==> src/rtl/pipeline_arbiter.sv <==
// ============================================================================
// Module   : pipeline_arbiter
// Brief    : Round-robin front end that shares one ready/valid pipeline among
//            NUM_REQ requesters and steers in-order results back by tag.
// Revision : 1.0  initial release
// ============================================================================
`default_nettype none

module pipeline_arbiter #(
  parameter int NUM_REQ   = 4,
  parameter int WIDTH     = 8,
  parameter int TAG_DEPTH = 4
) (
  input  logic                           clock,
  input  logic                           reset,
  input  logic [NUM_REQ*WIDTH-1:0]       req_data,
  input  logic [NUM_REQ-1:0]             req_valid,
  output logic [NUM_REQ-1:0]             req_ready,
  output logic [WIDTH-1:0]               pipe_data,
  output logic                           pipe_valid,
  input  logic                           pipe_ready,
  input  logic [WIDTH-1:0]               pipe_result,
  input  logic                           pipe_result_valid,
  output logic                           pipe_result_ready,
  output logic [WIDTH-1:0]               rsp_data,
  output logic [NUM_REQ-1:0]             rsp_valid,
  input  logic [NUM_REQ-1:0]             rsp_ready,
  output logic [$clog2(TAG_DEPTH+1)-1:0] outstanding,
  output logic                           tag_underflow
);

  localparam int c_IDW = (NUM_REQ > 1) ? $clog2(NUM_REQ) : 1;
  localparam int c_PW  = (TAG_DEPTH > 1) ? $clog2(TAG_DEPTH) : 1;
  localparam int c_OW  = $clog2(TAG_DEPTH + 1);

  typedef enum logic [0:0] {
    ST_OPEN   = 1'b0,
    ST_LOCKED = 1'b1
  } state_t;

  state_t             r_state;
  logic [c_IDW-1:0]   r_ptr;
  logic [c_IDW-1:0]   r_lock_id;
  logic [c_IDW-1:0]   r_tag_mem [TAG_DEPTH];
  logic [c_PW-1:0]    r_wr_ptr;
  logic [c_PW-1:0]    r_rd_ptr;
  logic [c_OW-1:0]    r_outstanding;
  logic               r_tag_underflow;

  logic [c_IDW-1:0]   w_grant;
  logic [c_IDW-1:0]   w_idx;
  logic               w_any;
  logic               w_full;
  logic               w_empty;
  logic               w_push;
  logic               w_pop;
  logic               w_underflow;
  logic [c_IDW-1:0]   w_head;

  // A stalled offer stays locked on its requester so the pipeline sees stable data.
  always_comb begin
    w_grant = '0;
    w_idx   = '0;
    w_any   = 1'b0;
    if (r_state == ST_LOCKED) begin
      w_grant = r_lock_id;
      w_any   = 1'b1;
    end else begin
      for (int k = 0; k < NUM_REQ; k++) begin
        w_idx = c_IDW'((int'(r_ptr) + k) % NUM_REQ);
        if (!w_any && req_valid[w_idx]) begin
          w_grant = w_idx;
          w_any   = 1'b1;
        end
      end
    end
  end

  assign w_full     = (r_outstanding == c_OW'(TAG_DEPTH));
  assign w_empty    = (r_outstanding == '0);
  assign pipe_valid = w_any && !w_full;
  assign pipe_data  = req_data[int'(w_grant)*WIDTH +: WIDTH];
  assign w_push     = pipe_valid && pipe_ready;
  assign req_ready  = w_push ? (NUM_REQ'(1) << w_grant) : '0;

  assign w_head            = r_tag_mem[r_rd_ptr];
  assign rsp_data          = pipe_result;
  assign rsp_valid         = (!w_empty && pipe_result_valid) ? (NUM_REQ'(1) << w_head) : '0;
  assign pipe_result_ready = w_empty ? 1'b1 : rsp_ready[w_head];
  assign w_pop             = !w_empty && pipe_result_valid && pipe_result_ready;
  assign w_underflow       = w_empty && pipe_result_valid;

  assign outstanding   = r_outstanding;
  assign tag_underflow = r_tag_underflow;

  always_ff @(posedge clock) begin
    if (w_push) begin
      r_tag_mem[r_wr_ptr] <= w_grant;
    end
  end

  always_ff @(posedge clock) begin
    if (reset) begin
      r_state         <= ST_OPEN;
      r_ptr           <= '0;
      r_lock_id       <= '0;
      r_wr_ptr        <= '0;
      r_rd_ptr        <= '0;
      r_outstanding   <= '0;
      r_tag_underflow <= 1'b0;
    end else begin
      if (w_push) begin
        r_wr_ptr <= r_wr_ptr + c_PW'(1);
        r_ptr    <= (w_grant == c_IDW'(NUM_REQ - 1)) ? '0 : w_grant + c_IDW'(1);
        r_state  <= ST_OPEN;
      end else if (pipe_valid) begin
        r_lock_id <= w_grant;
        r_state   <= ST_LOCKED;
      end
      if (w_pop) begin
        r_rd_ptr <= r_rd_ptr + c_PW'(1);
      end
      case ({w_push, w_pop})
        2'b10:   r_outstanding <= r_outstanding + c_OW'(1);
        2'b01:   r_outstanding <= r_outstanding - c_OW'(1);
        default: r_outstanding <= r_outstanding;
      endcase
      if (w_underflow) begin
        r_tag_underflow <= 1'b1;
      end
    end
  end

endmodule

`default_nettype wire

==> config.mk <==
export PLATFORM = sky130hd
export DESIGN_NAME = pipeline_arbiter
export DESIGN_NICKNAME = d
export VERILOG_FILES = /design/src/rtl/pipeline_arbiter.sv
export SDC_FILE = /design/constraint.sdc
export NUM_CORES = 1
export LEC_CHECK = 0
export BUFFER_PORTS_ARGS = -buffer_cell sky130_fd_sc_hd__buf_2
export CORE_ASPECT_RATIO = 1.75
export CORE_MARGIN = 2
export CORE_UTILIZATION = 40
export DETAILED_ROUTE_END_ITERATION = 12
export PLACE_DENSITY_LB_ADDON = 0.25
export SLEW_MARGIN = 20
export SYNTH_ARGS = -nofsm -noshare
export SYNTH_HDL_FRONTEND = slang
export SYNTH_SLANG_ARGS = --single-unit
==> constraint.sdc <==
create_clock -name clock -period 3.62 [get_ports clock]
set_clock_uncertainty 0.1 [all_clocks]
set_input_delay 0.181 -clock clock [delete_from_list [all_inputs] [get_ports clock]]
set_output_delay 0.181 -clock clock [all_outputs]
set_load 0.01 [all_outputs]
Word-level counts from Yosys, hierarchy flattened
Memories as Yosys holds them, arrays and structs flattened. A register that Yosys moved wholly into a read port is not among the register bits.
Cells that the tools add are included.

word-level totals
  register bits after elaboration = 13
  bits in latches = 0
  RAM bits = 8
  memory bits (read-only) = 0
  output and inout bits = 30
  word-level logic and storage cells = 78
  memories kept = 1

cells by class
  add/sub/neg operators = 8
  $mul = 0
  divide/modulo/power cells = 0
  magnitude comparators = 5
  equal/unequal tests = 4
  shift-type cells = 3
  multiplexer cells = 32
  bitwise operators = 1
  reductions and logical operators = 17

memory list
  memory     depth  bits a word  read ports  clocked after Yosys merged registers in  write ports  line  source
  r_tag_mem  4      2            1           1                                        1            44    logic [c_IDW-1:0] r_tag_mem [TAG_DEPTH];

operator list
  kind                                                                          number
  32-bit by 6-bit variable part select with 8-bit output                        1
  1-bit two-way mux                                                             16
  2-bit two-way mux                                                             8
  2-bit by 3-bit less-than comparator with 1-bit output, second input constant  5
  1-bit binary-select mux with 2-bit select                                     5
  2-bit by 1-bit adder with 2-bit output, second input constant                 4
  1-bit logical AND                                                             8
  4-bit two-way mux                                                             2
  1-bit by 2-bit left shift with 4-bit output, first input constant             2
  3-bit case mux with 2 select lines                                            1
  1-bit logical NOT                                                             5
  2-bit adder, second input constant                                            2
  2-bit == test, second input constant                                          2
  3-bit by 1-bit adder with 3-bit output, second input constant                 1
  3-bit == test, second input constant                                          1
  3-bit logical NOT                                                             1
  3-bit by 1-bit subtractor with 3-bit output, second input constant            1
  2-bit by 1-bit == test with 1-bit output, second input constant               1
  2-bit AND reduction                                                           1
  2-bit nonzero test                                                            1
  2-bit OR reduction                                                            1
  1-bit inverter                                                                1

Longest topological paths before layout
Gate-level depths: netlist (run 1).

  depth after elaboration = 20
  depth in mapped cells = 12
  depth with buffers taken out = 10

Worst setup path before layout (run 1)
OpenSTA, ideal clock, no wires.

  kind = reg2reg
  start = register (tool-made name)
  end = register r_outstanding[2], in the netlist outstanding[2]
  arrival time = 2506 ps
  required time = 3450 ps
  setup slack = 944 ps
  cell stages (with the launch flop) = 10
  path through = dfxtp_1 mux4_2 mux2i_1 o22ai_2 ha_1 inv_1 fa_1 xor2_1 or3_1 a21oi_1

RTL lines
  item                  line  source
  to (signal assigned)  124   2'b10: r_outstanding <= r_outstanding + c_OW'(1);
  to (signal assigned)  125   2'b01: r_outstanding <= r_outstanding - c_OW'(1);
  to (signal assigned)  126   default: r_outstanding <= r_outstanding;
  to (decl)             47    logic [c_OW-1:0] r_outstanding;

==> flow_summary.json, run 1 <==
{
  "antenna_cells": 0,
  "avgRoutedWirePerCell_um": 12.23,
  "maxSlewViolCount": 0,
  "finalCritPeriodShare_pct": 78.61,
  "drc": 0,
  "synth-seq-cells": 23,
  "max_freq_ghz": 0.3514,
  "status": "completed",
  "drive_gt1_share_pct": 37.50,
  "ir_drop_uv": 254.7,
  "grt_setup_unrepaired": "no",
  "gp_congestion": 0.7768,
  "yosysSeqAreaShare_pct": 34.59,
  "avgViaCountPerCell": 5.015,
  "die-area_um2": 4443,
  "synthDistinctLibCells": 37,
  "arrival_ns": 2.94,
  "fin_tns_setup_ns": 0,
  "clk_path_buf_depth": 2,
  "finalNonFillerCells": 264,
  "yosys_warnings": 0,
  "tritoncts": "built",
  "critPathSlowestCell": "mux4_2",
  "first_global_vias": 1256,
  "dieHeight_um": 86.69,
  "place_inst": 260,
  "drtIter0Drc": 15,
  "syn_nets": 222,
  "maxCapViolCount": 0,
  "clkSinkCount": 23,
  "initial_core_util_pct": 40.82,
  "worstPathCellList": "mux4_2 > mux2i_1 > o22ai_2 > ha_1 > inv_1 > fa_1 > xor2_1 > or3_1 > a21oi_1",
  "relSlewSlack_pct": 58.07,
  "postCtsHoldBufs": 0,
  "start_kind": "flip-flop",
  "cts_max_level": 1,
  "finalSetupViolCount": 0,
  "cts.clk_slew.worst_paths_ns": 0.08,
  "antenna_left": 0,
  "grt_use_total_pct": 15.28,
  "worstMarginPinSlew_ns": 0.6287,
  "vias": 1324,
  "first_pass_iters": 4,
  "power.density_nw_per_um2": 523.2,
  "path_max_fanout": 5,
  "hold_class": "input port to flip-flop",
  "grt_max_degree": 16,
  "rows": 30,
  "async_flop_share_pct": 0,
  "antenna_found_initial": 0,
  "leakage_nw": 0.9144,
  "hold_viol_final": 0,
  "syn_avg_cell_area_um2": 9.767,
  "place_hpwl_um": 2632,
  "drt-total-wl_um": 3230,
  "clk_latency_ns": 0.26,
  "dieWidth_um": 51.25,
  "synth_enable_flop_cells": 8,
  "post_cts_buffers": 0,
  "ys.flop_type": "dfxtp_1",
  "cts-root-buf": "clkbuf_8",
  "area_growth_syn_to_layout_pct": 22.42,
  "critPathMaxStageDelay_ns": 0.59,
  "whs_ns": 0.07142,
  "grt_pass1_wl_um": 5168,
  "numCtsBuffers": 3,
  "nNetsFinal": 279,
  "worst_ep_required_time_ns": 3.71,
  "finalPower_mw": 1.001,
  "grt-ovfl-total": 0,
  "io_pins": 82,
  "core_area_um2": 3829,
  "postSynthCellCount": 160,
  "endpoint_kind": "flip-flop",
  "cts_resized": 0,
  "fin_crit_ns": 2.846,
  "synth_area_um2": 1563,
  "portBuffers": 65,
  "critPathKind": "flip-flop to flip-flop"
}
-- cell usage after synthesis, types with 2 or more instances --
cell type | number | area share (%)
dfxtp_1 | 15 | 19
edfxtp_1 | 8 | 15
ha_1 | 9 | 7.2
buf_4 | 8 | 3.8
and3_1 | 8 | 3.2
nand2b_1 | 3 | 1.2
nor2_1 | 20 | 4.8
a21oi_1 | 8 | 2.6
inv_1 | 10 | 2.4
buf_6 | 2 | 1.4
nand2_1 | 3 | 0.72
nor2b_1 | 3 | 1.2
nor3_1 | 3 | 0.96
clkbuf_1 | 4 | 0.96
o21ai_0 | 2 | 0.64
xor2_1 | 2 | 1.1
mux4_2 | 2 | 2.9
a211oi_1 | 4 | 1.9
mux2i_1 | 28 | 18
-- per-layer routing --
metal,GRT usage [%],vias to the layer above,share of wire [%]
met5,0,-,0
met4,6.459,0,1.4
met3,2.241,2,6.0
met2,30.22,64,55
met1,15.03,595,38
li1,-,663,-
-- final timing paths --
path / start / endpoint / slack (ns) / depth (start not counted)
hold / removal: pipe_result_valid / tag_underflow / 0.07 / 3
setup / recovery: flip-flop / outstanding[2] / 0.77 / 9
hold reg to reg: tag_underflow / tag_underflow / 0.37 / 2
setup reg to reg: flip-flop / outstanding[2] / 0.77 / 9
-- sequential cells by signal (all words and copies together), names as in the netlist, named ones only --
signal and cells:
r_state 1, r_wr_ptr 2, r_rd_ptr 2, outstanding 3, r_tag_mem 8, r_ptr 2
r_lock_id 2, tag_underflow 1
-- through the flow --
stage	setup WS [ns]	cell area [um2]	util [%]
after floorplan	0.9441	1563	-
after global placement	0.8486	1868	48.79
after detailed placement	0.7622	1868	48.79
after CTS	0.7538	1913	49.97
after global routing	0.5708	1913	49.97
final	0.7742	1913	49.97
-- cell type report --
type / count / area, um2
fill: 406 / 1916
multi-input combinational: 110 / 878.3
sequential: 23 / 540.5
timing repair buffer: 68 / 347.8
tap: 48 / 60.06
clock buffer: 4 / 45.04
inverter: 11 / 41.29
-- worst max-delay path: cells and delay by family (launching register included) --
kind,cells,cell delay (ns)
simple gates,1,0.31
xor+xnor,1,0.16
fa+ha+maj,2,0.60
flops,1,0.37
compound gates,2,0.42
buf+inv,1,0.06
mux,2,0.77
-- power by group --
part | leakage, nW | internal (mW) | switching [mW] | total [mW]
combinational | 0.694 | 0.228 | 0.259 | 0.487
clock | 0.0228 | 0.0782 | 0.0727 | 0.151
sequential | 0.198 | 0.320 | 0.0430 | 0.363
total | 0.914 | 0.626 | 0.375 | 1.00
-- cells in the final DEF (no fill, tap or decap) --
master	synthesis	final
buf_2	1	65
a31o_2	1	1
clkbuf_8	0	3
clkbuf_1	4	1
nor2_1	20	20
o31a_1	1	1
mux2i_1	28	28
mux4_2	2	2
mux2_2	1	1
nand2b_4	1	1
inv_2	1	1
xnor2_1	1	1
a211oi_1	4	3
or3_1	1	1
o22ai_2	1	1
nand2_1	3	3
o21ai_0	2	2
nor2b_1	3	3
a211oi_2	0	1
and3_1	8	8
and2_1	1	1
inv_1	10	10
xor2_1	2	2
or2_2	1	1
a21oi_1	8	8
edfxtp_1	8	8
nor3_1	3	3
a221o_1	1	1
a21boi_0	1	1
fa_1	1	1
a31oi_1	1	1
a22oi_1	1	1
nand2b_1	3	3
buf_4	8	3
ha_1	9	9
a2111oi_2	1	1
dfxtp_1	15	15
-- kinds of logic after synthesis --
family	after synthesis	share of synthesized area, %
AND/OR/NAND/NOR	44	14.17
multiplexers	31	21.54
buffers and inverters	27	9.527
flip-flops	23	34.59
AO/OA/AOI/OAI	22	10.01
adder cells (fa/ha/maj)	10	8.487
XOR/XNOR	3	1.682
No activity file was read; power rests on OpenSTA's default activity.
==> run 2: changes to the inputs <==
clock period = 3 ns   (was 3.62 ns; I/O delays follow)
==> run 2 against run 1 <==
Setup slack lost 0.54 ns. Combinational power increased by 20%. Worst hold slack worse by 0.032 ns. Largest cell class unchanged. Sequential power rose by 21%. Final cell count is 0.38% higher. Utilization grew 0.20 points. Sequential share of layout area fell by 0.11 points. Clock power increased by 23%. Routed wire length decreased by 2.7%. Global-route usage grew 0.41 points. Clock-buffer cell count is the same. Critical path type unchanged.
==> flow_summary.json, run 2 (same netlist as run 1, synthesis figures left out) <==
{
  "endpoint_kind": "flip-flop",
  "grt_max_degree": 25,
  "critPathMaxStageDelay_ns": 0.59,
  "first_pass_iters": 4,
  "grt_setup_unrepaired": "no",
  "finalNonFillerCells": 265,
  "fin_area_um2": 1921,
  "largest_register_ffs": 8,
  "finalCritPeriodShare_pct": 92.20,
  "worst_ep_required_time_ns": 3.10,
  "finalPower_mw": 1.209,
  "grt_use_total_pct": 15.69,
  "hold_viol_final": 0,
  "highest_layer": "met4",
  "gp_congestion": 0.7269,
  "reg2reg_setup_slack_ns": 0.23,
  "dieHeight_um": 86.69,
  "core_area_um2": 3829,
  "cts_max_level": 1,
  "met2_length_um": 1717,
  "drtIter0Drc": 14,
  "numCtsBuffers": 3,
  "fillCellCount": 414,
  "maxSlewViolCount": 0,
  "multi_input_area_um2": 878.3,
  "drt-total-wl_um": 3143,
  "placed_cell_area_um2": 1868,
  "critPathKind": "flip-flop to flip-flop",
  "worstPathCellList": "mux4_2 > mux2i_1 > o22ai_2 > ha_1 > inv_1 > fa_1 > xor2_1 > or3_1 > a21oi_1",
  "ff_latch_area_um2": 540.5,
  "wl_met1_um": 1165,
  "status": "completed",
  "portBuffers": 65,
  "cp_num_buf_inv": 1,
  "antenna_cells": 0,
  "antenna_found_initial": 0,
  "fin_crit_ns": 2.766,
  "place_hpwl_um": 2600,
  "cts-root-buf": "clkbuf_8",
  "worstMarginPinSlew_ns": 0.5653,
  "drive_gt1_share_pct": 37.79,
  "cp_top_family": "multiplexers",
  "hold_class": "input port to flip-flop",
  "initial_core_util_pct": 40.82,
  "maxCapViolCount": 0,
  "leakage_nw": 0.9192,
  "area_growth_syn_to_layout_pct": 22.90,
  "max_freq_ghz": 0.3615,
  "rows": 30,
  "io_pins": 82,
  "clkSinkCount": 23,
  "grt-ovfl-total": 0,
  "first_global_vias": 1271,
  "relSlewSlack_pct": 62.24,
  "antenna_left": 0,
  "top_register": "r_tag_mem",
  "cts.clk_slew.worst_paths_ns": 0.08,
  "vias": 1303,
  "critPathSlowestCell": "mux4_2",
  "nNetsFinal": 280,
  "arrival_ns": 2.86,
  "finalSetupViolCount": 0,
  "path_max_fanout": 5,
  "avgRoutedWirePerCell_um": 11.86,
  "dieWidth_um": 51.25,
  "cts_resized": 0,
  "layout_common_cells": "65 x buf_2, 28 x mux2i_1, 20 x nor2_1, 15 x dfxtp_1, 10 x inv_1",
  "clk_path_buf_depth": 2,
  "final_common_cell": "buf_2",
  "clk_latency_ns": 0.26,
  "fin_tns_setup_ns": 0,
  "power.density_nw_per_um2": 629.6,
  "tritoncts": "built",
  "met3_length_um": 218,
  "drc": 0,
  "ir_drop_uv": 278.3,
  "place_inst": 260,
  "avgViaCountPerCell": 4.917,
  "die-area_um2": 4443,
  "start_kind": "flip-flop",
  "grt_pass1_wl_um": 5409
}
-- run 2: stage by stage --
stage	utilization (%)	setup slack [ns]	hold WS [ns]
floorplan	-	0.3241	0.1191
global placement	48.79	0.2175	0.2001
detailed placement	48.79	0.1285	0.2001
CTS	49.97	0.1229	0.02736
global route	50.16	0.04579	0.08257
finish	50.16	0.2340	0.03905
-- run 2: layout make-up --
class	instances	area share, %
well taps	48	3.127
clock buffers	4	2.345
flip-flops and latches	23	28.14
inverters	11	2.150
repair buffers	69	18.50
multi-input cells	110	45.73
-- run 2: worst paths after layout --
kind                     startpoint        endpoint  depth (start not counted)
hold / removal    pipe_result_valid   tag_underflow                          3
setup reg to reg          flip-flop  outstanding[2]                          9
hold reg to reg       tag_underflow   tag_underflow                          2
setup / recovery          flip-flop  outstanding[2]                          9
-- run 2: metal layers --
metal / vias to the layer above / global-route usage, %
met5: - / 0
met4: 0 / 5.024
met3: 4 / 2.241
met2: 66 / 31.52
met1: 572 / 15.75
li1: 661 / -
-- run 2: power by group --
part	leakage (nW)	switching (mW)	internal (mW)
registers	0.198	0.0526	0.386
clock network	0.0228	0.0904	0.0946
logic	0.699	0.308	0.278
total	0.919	0.451	0.759
-- run 2: timing repair --
action / in CTS / in global routing
buffers inserted: 0 / 1
setup endpoints to repair: 0 / 1
hold buffers: 0 / 0
-- run 2: tightest hold or removal path, delay by kind of cell --
family                 cells  cell delay (ns)
and+or+nand+nor            1             0.07
AOI/OAI and AO/OA          1             0.05
buffers and inverters      1             0.09
==> run 3: changes to the inputs <==
REMOVE_ABC_BUFFERS = 1   (was default)
SETUP_SLACK_MARGIN = 0.02   (was default)
==> run 3 against run 2 <==
Flip-flop and latch count is the same. Register-to-register slack gained 0.03 ns. Final area is 0.78% higher. Sequential share of layout area is 0.22 points lower. Sequential power about the same. Highest routed layer unchanged. Worst hold slack got worse by 0.020 ns. Global-route usage is 0.25 points lower.
==> flow_summary.json, run 3 (same netlist as run 1, synthesis figures left out) <==
{
  "reg2reg_setup_slack_ns": 0.27,
  "rows": 30,
  "clkSinkCount": 23,
  "worstPathCellList": "mux4_2 > mux2i_1 > o22ai_2 > ha_1 > inv_1 > fa_1 > xor2_1 > or3_1 > a21oi_1",
  "maxCapViolCount": 0,
  "antenna_found_initial": 0,
  "maxSlewViolCount": 0,
  "first_pass_iters": 4,
  "first_global_vias": 1297,
  "finalCritPeriodShare_pct": 91.15,
  "final_common_cell": "buf_2",
  "start_kind": "flip-flop",
  "avgRoutedWirePerCell_um": 11.84,
  "place_inst": 260,
  "hold_class": "input port to flip-flop",
  "worst_ep_required_time_ns": 3.10,
  "numCtsBuffers": 3,
  "layout_common_cells": "65 x buf_2, 28 x mux2i_1, 20 x nor2_1, 15 x dfxtp_1, 10 x inv_1",
  "finalNonFillerCells": 267,
  "grt_use_total_pct": 15.44,
  "power.density_nw_per_um2": 632.0,
  "hold_viol_final": 0,
  "reg2reg_to": "outstanding[2]",
  "top_register": "r_tag_mem",
  "dieWidth_um": 51.25,
  "fin_area_um2": 1936,
  "die-area_um2": 4443,
  "grt-ovfl-total": 0,
  "fin_crit_ns": 2.734,
  "ir_drop_uv": 333.1,
  "initial_core_util_pct": 40.82,
  "placed_cell_area_um2": 1868,
  "cts-root-buf": "clkbuf_8",
  "path_max_fanout": 4,
  "antenna_cells": 0,
  "gp_congestion": 0.7180,
  "cp_num_buf_inv": 1,
  "endpoint_kind": "flip-flop",
  "clk_path_buf_depth": 2,
  "drtIter0Drc": 25,
  "relSlewSlack_pct": 59.15,
  "drt-total-wl_um": 3161,
  "status": "completed",
  "critPathSlowestCell": "mux4_2",
  "leakage_nw": 0.9295,
  "fin_tns_setup_ns": 0,
  "cts.clk_slew.worst_paths_ns": 0.08,
  "io_pins": 82,
  "dieHeight_um": 86.69,
  "drive_gt1_share_pct": 38.36,
  "hp-start": "pipe_result_valid",
  "drc": 0,
  "worstMarginPinSlew_ns": 0.6116,
  "cts_max_level": 1,
  "place_hpwl_um": 2536,
  "core_area_um2": 3829,
  "grt_max_degree": 25,
  "portBuffers": 65,
  "max_freq_ghz": 0.3657,
  "finalSetupViolCount": 0,
  "vias": 1329,
  "largest_register_ffs": 8,
  "avgViaCountPerCell": 4.978,
  "clk_latency_ns": 0.27,
  "r2r_cells": 9,
  "nNetsFinal": 282,
  "tritoncts": "built",
  "grt_setup_unrepaired": "no",
  "area_growth_syn_to_layout_pct": 23.86,
  "min_path_cells": 3,
  "cp_top_family": "multiplexers",
  "arrival_ns": 2.84,
  "critPathMaxStageDelay_ns": 0.58,
  "antenna_left": 0,
  "critPathKind": "flip-flop to flip-flop",
  "hold_end": "tag_underflow",
  "grt_pass1_wl_um": 5333
}
==> run 3: cell types whose count changed in the layout (fill, tap and decap cells not counted), sizes merged <==
cell	delta
buf	+2
==> run 3: cell type report <==
type,instances,area (um2)
clock buffers,4,45.04
fillers,396,1893
flip-flops and latches,23,540.5
well taps,48,60.06
repair buffers,71,370.4
multi-input cells,110,878.3
inverters,11,41.29
==> run 3: power breakdown <==
group / internal (mW) / leakage (nW) / switching, mW
logic: 0.289 / 0.709 / 0.307
registers: 0.386 / 0.198 / 0.0518
clock network: 0.0948 / 0.0228 / 0.0952
total: 0.770 / 0.929 / 0.454
==> run 3: routing by layer <==
metal  GRT usage [%]  routed length [um]  vias up
li1                -                   -      666
met1           15.21                1130      581
met2           29.40                1667       77
met3           4.483                 313        5
met4           5.742                  50        0
met5               0                   0        -
==> run 3: worst max path at each step <==
stage	from	end	depth (start not counted)
after detailed placement	flip-flop	outstanding[2]	9
after global routing	flip-flop	outstanding[2]	9
final	flip-flop	outstanding[2]	9
after CTS	flip-flop	outstanding[2]	9
after floorplan	r_state	req_ready[1]	5
after global placement	flip-flop	outstanding[2]	9
==> run 3: tightest hold or removal path: cells and delay by family <==
family	cells	cell delay, ns
buffers and inverters	1	0.09
AND/OR/NAND/NOR	1	0.07
AO/OA/AOI/OAI	1	0.05
==> run 3: repair_timing <==
| item | CTS | global route |
|---|---|---|
| hold buffers | 0 | 0 |
| gates resized for setup | 0 | 0 |
| setup buffers | 0 | 3 |
| setup endpoints to repair | 0 | 1 |
==> run 3: through the flow <==
stage	power (mW)	util [%]	setup slack, ns	hold slack, ns
global placement	1.021	48.79	0.2232	0.2001
detailed placement	1.032	48.79	0.1668	0.2001
floorplan	0.8417	-	0.3213	0.1191
global route	1.326	50.56	0.01069	0.04153
CTS	1.222	49.97	0.1578	0.01960
finish	1.223	50.56	0.2655	0.01894
